==> src/rtl/fifo_uart_tx.sv <==
// fifo_uart_tx
// Read-side consumer of the 8-bit async FIFO. It pops bytes through the FIFO's
// show-ahead interface and sends each one as a UART frame: start bit, 8 data
// bits LSB first, an optional parity bit, and one stop bit. Frames can run
// back to back with no idle gap. tx_en gates the start of new frames.
//
// State table:
//   IDLE  | line idle high, waiting for tx_en and a non-empty FIFO
//   START | start bit (line low)
//   DATA  | 8 data bits, LSB first, from the shift register
//   PAR   | parity bit (only when PARITY != 0)
//   STOP  | stop bit (line high); the last cycle may pop the next byte
//
// Ports:
//   rd_clk, rd_rstn  FIFO read clock; asynchronous active-low reset
//   fifo_rd_data     show-ahead FIFO data, valid while fifo_rd_empty = 0
//   fifo_rd_empty    FIFO empty flag
//   fifo_rd_en       single-cycle pop strobe (combinational)
//   tx_en            permission to start new frames
//   tx               registered serial line, idle high
//   busy             high while a frame is in progress
//   tx_done          one-cycle pulse in the last stop-bit cycle
module fifo_uart_tx #(
    parameter int CLKS_PER_BIT = 16,
    parameter int PARITY       = 0
) (
    input  logic       rd_clk,
    input  logic       rd_rstn,
    input  logic [7:0] fifo_rd_data,
    input  logic       fifo_rd_empty,
    output logic       fifo_rd_en,
    input  logic       tx_en,
    output logic       tx,
    output logic       busy,
    output logic       tx_done
);

    localparam int CW = (CLKS_PER_BIT > 1) ? $clog2(CLKS_PER_BIT) : 1;
    localparam logic [CW-1:0] BAUD_LAST = CW'(CLKS_PER_BIT - 1);

    typedef enum logic [2:0] {IDLE, START, DATA, PAR, STOP} state_t;

    state_t          state, state_n;
    logic [CW-1:0]   baud_cnt, baud_n;
    logic [2:0]      bit_cnt, bit_n;
    logic [7:0]      shift, shift_n;
    logic            par_bit, par_n;
    logic            tx_n;
    logic            bit_last;
    logic            pop_ok;

    assign bit_last = (baud_cnt == BAUD_LAST);

    // A pop is possible only from IDLE or the final STOP cycle. That keeps the
    // FSM at least two bit times clear of a pop after the previous one, so the
    // FIFO's registered empty flag has time to settle.
    assign pop_ok     = tx_en & ~fifo_rd_empty &
                        ((state == IDLE) | ((state == STOP) & bit_last));
    assign fifo_rd_en = rd_rstn & pop_ok;
    assign busy       = (state != IDLE);
    assign tx_done    = (state == STOP) & bit_last;

    always_comb begin
        state_n = state;
        baud_n  = bit_last ? '0 : baud_cnt + CW'(1);
        bit_n   = bit_cnt;
        shift_n = shift;
        par_n   = par_bit;

        case (state)
            IDLE: begin
                baud_n = '0;
                if (pop_ok) begin
                    state_n = START;
                    shift_n = fifo_rd_data;
                    par_n   = (PARITY == 2) ? ~^fifo_rd_data : ^fifo_rd_data;
                end
            end
            START: begin
                if (bit_last) begin
                    state_n = DATA;
                    bit_n   = '0;
                end
            end
            DATA: begin
                if (bit_last) begin
                    shift_n = {1'b0, shift[7:1]};
                    bit_n   = bit_cnt + 3'd1;
                    if (bit_cnt == 3'd7) begin
                        if (PARITY != 0) state_n = PAR;
                        else             state_n = STOP;
                    end
                end
            end
            PAR: begin
                if (bit_last) state_n = STOP;
            end
            STOP: begin
                if (bit_last) begin
                    if (pop_ok) begin
                        state_n = START;
                        shift_n = fifo_rd_data;
                        par_n   = (PARITY == 2) ? ~^fifo_rd_data : ^fifo_rd_data;
                    end else begin
                        state_n = IDLE;
                    end
                end
            end
            default: state_n = IDLE;
        endcase

        // tx is registered from the next state's line value so that the line
        // stays aligned with the state register (pop in cycle N, start bit
        // from edge N+1).
        case (state_n)
            START:   tx_n = 1'b0;
            DATA:    tx_n = shift_n[0];
            PAR:     tx_n = par_n;
            default: tx_n = 1'b1;
        endcase
    end

    always_ff @(posedge rd_clk or negedge rd_rstn) begin
        if (!rd_rstn) begin
            state    <= IDLE;
            baud_cnt <= '0;
            bit_cnt  <= '0;
            shift    <= '0;
            par_bit  <= 1'b0;
            tx       <= 1'b1;
        end else begin
            state    <= state_n;
            baud_cnt <= baud_n;
            bit_cnt  <= bit_n;
            shift    <= shift_n;
            par_bit  <= par_n;
            tx       <= tx_n;
        end
    end

endmodule

==> config.mk <==
export PLATFORM = sky130hd
export DESIGN_NAME = fifo_uart_tx
export DESIGN_NICKNAME = d
export VERILOG_FILES = /design/src/rtl/fifo_uart_tx.sv
export SDC_FILE = /design/constraint.sdc
export NUM_CORES = 1
export LEC_CHECK = 0
export CAP_MARGIN = 5
export CORE_MARGIN = 3
export CORE_UTILIZATION = 36
export CTS_BUF_LIST = sky130_fd_sc_hd__clkbuf_16
export DETAILED_ROUTE_END_ITERATION = 7
export SLEW_MARGIN = 20
export SYNTH_ARGS = -nofsm -noshare
export SYNTH_HDL_FRONTEND = slang
export SYNTH_SLANG_ARGS = --single-unit
==> constraint.sdc <==
create_clock -name rd_clk -period 2.17 [get_ports rd_clk]
set_input_delay 0.434 -clock rd_clk [delete_from_list [all_inputs] [get_ports rd_clk]]
set_output_delay 0.434 -clock rd_clk [all_outputs]
set_load 0.05 [all_outputs]
==> qor.yml <==
type_of_the_most_critical_hold_path: "reg -> reg"
ys_seq_elements: 20
timing.max_slew.rel_slack_pct: 61.85
routabilityCongestion: 0.7772
post-place-cells: 166
via_count_of_the_first_global_routing_pass: 926
1st_iter_drt_viols: 77
final_period_minus_worst_setup_slack_ps: 2077
dominantRegCellSynth: "sky130_fd_sc_hd__dfrtp_1"
place.port_buffers: 15
cts.hold.buffers_added: 0
yosys_warnings: 0
timing.critical_path.fanout_max: 4
worstHoldStart: "shift[6]"
multi_input_area_sq_um: 605.6
tritoncts_num_sinks: 20
die-height_microns: 62.52
route.antenna.remaining_nets: 0
crit_arrival_ps: 1640
dp_slack_ps: -199.3
gr-total-overflow: 0
cp_data_required_time_ps: 1740
final_clock_period_utilization_by_the_worst_path_pct: 95.74
post-route-drc-count: 0
n_fill_cell: 270
global_route.usage.total_pct: 13.98
leakage_nw: 0.6456
layout.nets: 145
antenna_found_initial: 0
num_rows: 19
max_slew.worst_pin.slew_ps: 572.2
synth_top_area_cell: "sky130_fd_sc_hd__dfrtp_1"
netlist_instances: 111
effective_utilization_at_floorplan_pct: 39.65
mappedNetlistArea_sq_um: 1150
path_clk_slew_ps: 50
synth.top_cells.by_area: "sky130_fd_sc_hd__dfrtp_1 (41%), sky130_fd_sc_hd__xnor2_1 (5.3%), sky130_fd_sc_hd__a222oi_1 (5.2%)"
finalPower_mw: 1.739
synth.yosys.seq_area_share_pct: 43.63
max_freq_ghz: 0.4814
ctsHtreeMaxLevel: 1
synthesis.nets: 126
postSynth.asyncResetShare_pct: 100.0
post-synth-top-count-cell: "sky130_fd_sc_hd__dfrtp_1"
synth_top_cells_by_count: "sky130_fd_sc_hd__dfrtp_1 (19), sky130_fd_sc_hd__nand2_1 (9), sky130_fd_sc_hd__inv_1 (8)"
routed_wire_length_per_instance_microns: 14.85
design.die.area_sq_um: 3908
power-per-cell-area_nw_per_um2: 1172
cts_buffer_depth: 2
grt_setup_unrepaired: "no"
worstSetupEndpointType: "output port"
clock_latency_ps: 250
crit_path_start_kind: "flip-flop"
dieWidth_microns: 62.52
pin_count_of_the_biggest_net_entering_global_routing: 21
dp.final_hpwl_microns: 1877
r2r-start: "state[1]"
post-synth-top-area-fraction_pct: 41.35
clock-root-buffer: "sky130_fd_sc_hd__clkbuf_16"
clock-skew-final_ps: 1.991
fp.coreArea_sq_um: 2900
antenna_cells: 0
totalWireLength_microns: 2539
maxSlewViolCount: 0
syn2layout_area_growth_pct: 29.05
design.portCount: 16
holdWs_ps: 486.4
syn-mean-instance-area_sq_um: 10.36
critical_path_class: "reg -> out"
max_cap_viol_count: 0
ir_drop_uv: 736.1
regArea_sq_um: 501.7
yosys.cell_types.count: 43
result_of_the_run: "complete, no violations"
cts_tree: "yes"
fin_cells: 171
finalSetupViolations: 0
grt_pass1_wl_microns: 4478
synth_edf_count: 0
cts-buffers-inserted: 3
drt_first_pass_iters: 4
cp-startpoint: "baud_cnt[0]"
detailroute.via_count: 900
detail_route.vias_per_cell: 5.263
final_layout_size_suffix_gt1_share_pct: 17.83
timing_hold_violations_final: 0
setup_ws_ps: 92.52
==> routing by layer <==
| metal | routed length, microns | GRT usage, % |
|---|---|---|
| met3 | 92 | 3.597 |
| met1 | 1190 | 19.30 |
| met2 | 1247 | 22.10 |
| met5 | 0 | 0 |
| met4 | 8 | 2.755 |
==> what timing repair did <==
action                                 4_1_cts  5_1_grt
cloned                                       0        0
endpoints found under the hold margin        0        0
setup endpoints to repair                    1        1
setup buffers                                1        0
resized for setup                            3        3
pin swaps                                    2        3
==> area by class of cell <==
cell class              instances  share of cell area [%]
clock buffers                   3                   5.059
clock inverters                 1                  0.2530
inverters                       8                   2.024
multi-input cells              78                   40.81
flip-flops and latches         20                   33.81
well taps                      42                   3.541
repair buffers                 19                   14.50
==> final timing paths <==
check                                  end  slack [ps]  depth (start not counted)
worst max-delay path            fifo_rd_en          90                          5
worst min-delay path              shift[5]         490                          2
worst max register to register          tx         230                          5
worst min register to register    shift[5]         490                          2
max in group asynchronous               tx        1320                          2
min in group asynchronous         state[2]         590                          2
==> cells by family (layout without fill, tap and decap cells) <==
family                     Yosys count  in the layout  share of synthesized area [%]
adders and majority gates            3              3                          3.265
xor gates and xnor gates             9              9                          6.856
AOI/OAI and AO/OA                   31             31                          23.40
buffers and inverters               13             31                          5.114
and+or+nand+nor                     34             34                          16.87
muxes                                1              1                         0.8705
DFF                                 20             20                          43.64
==> report_power, final <==
part	leakage, nW	internal (mW)	switching [mW]
Sequential	0.250	0.530	0.189
Combinational	0.357	0.329	0.310
Clock	0.0385	0.245	0.135
==> placed cells by master (no fill, tap or decap), types with 2 or more instances in the layout <==
cell type                         synthesis  layout
sky130_fd_sc_hd__a21oi_1                  5       5
sky130_fd_sc_hd__a222oi_1                 6       6
sky130_fd_sc_hd__and3_1                   2       2
sky130_fd_sc_hd__buf_12                   0       3
sky130_fd_sc_hd__buf_4                    0       4
sky130_fd_sc_hd__clkbuf_16                0       3
sky130_fd_sc_hd__clkdlybuf4s50_1          0      10
sky130_fd_sc_hd__dfrtp_1                 19      19
sky130_fd_sc_hd__dlymetal6s2s_1           0       2
sky130_fd_sc_hd__ha_1                     3       2
sky130_fd_sc_hd__inv_1                    8       8
sky130_fd_sc_hd__nand2_1                  9       9
sky130_fd_sc_hd__nand3_1                  4       4
sky130_fd_sc_hd__nor2_1                   6       6
sky130_fd_sc_hd__nor2b_1                  4       4
sky130_fd_sc_hd__o211ai_1                 2       2
sky130_fd_sc_hd__o21ai_0                  4       4
sky130_fd_sc_hd__xnor2_1                  7       7
sky130_fd_sc_hd__xor2_1                   2       2
==> state kept, by name, summed over array words and instances, names as in the netlist <==
signal / count
state: 3
bit_cnt: 3
baud_cnt: 4
tx: 1
shift: 8
par_bit: 1
==> metrics by stage <==
stage | utilization, % | setup TNS (ps) | instance area (sq um)
after global placement | 47.45 | -856.0 | 1376
after CTS | 50.65 | 0 | 1469
final | 51.16 | 0 | 1484
after floorplan | - | 0 | 1150
after global routing | 51.16 | 0 | 1484
after detailed placement | 47.45 | -854.8 | 1376
==> critical path, stage by stage, from the launching register on <==
cell                        delay (ps)
sky130_fd_sc_hd__dfrtp_1           390
sky130_fd_sc_hd__ha_4              180
sky130_fd_sc_hd__nand3_4           100
sky130_fd_sc_hd__a2111oi_4         380
sky130_fd_sc_hd__and2_4            210
sky130_fd_sc_hd__buf_12            130
No activity file was read; power rests on OpenSTA's default activity.
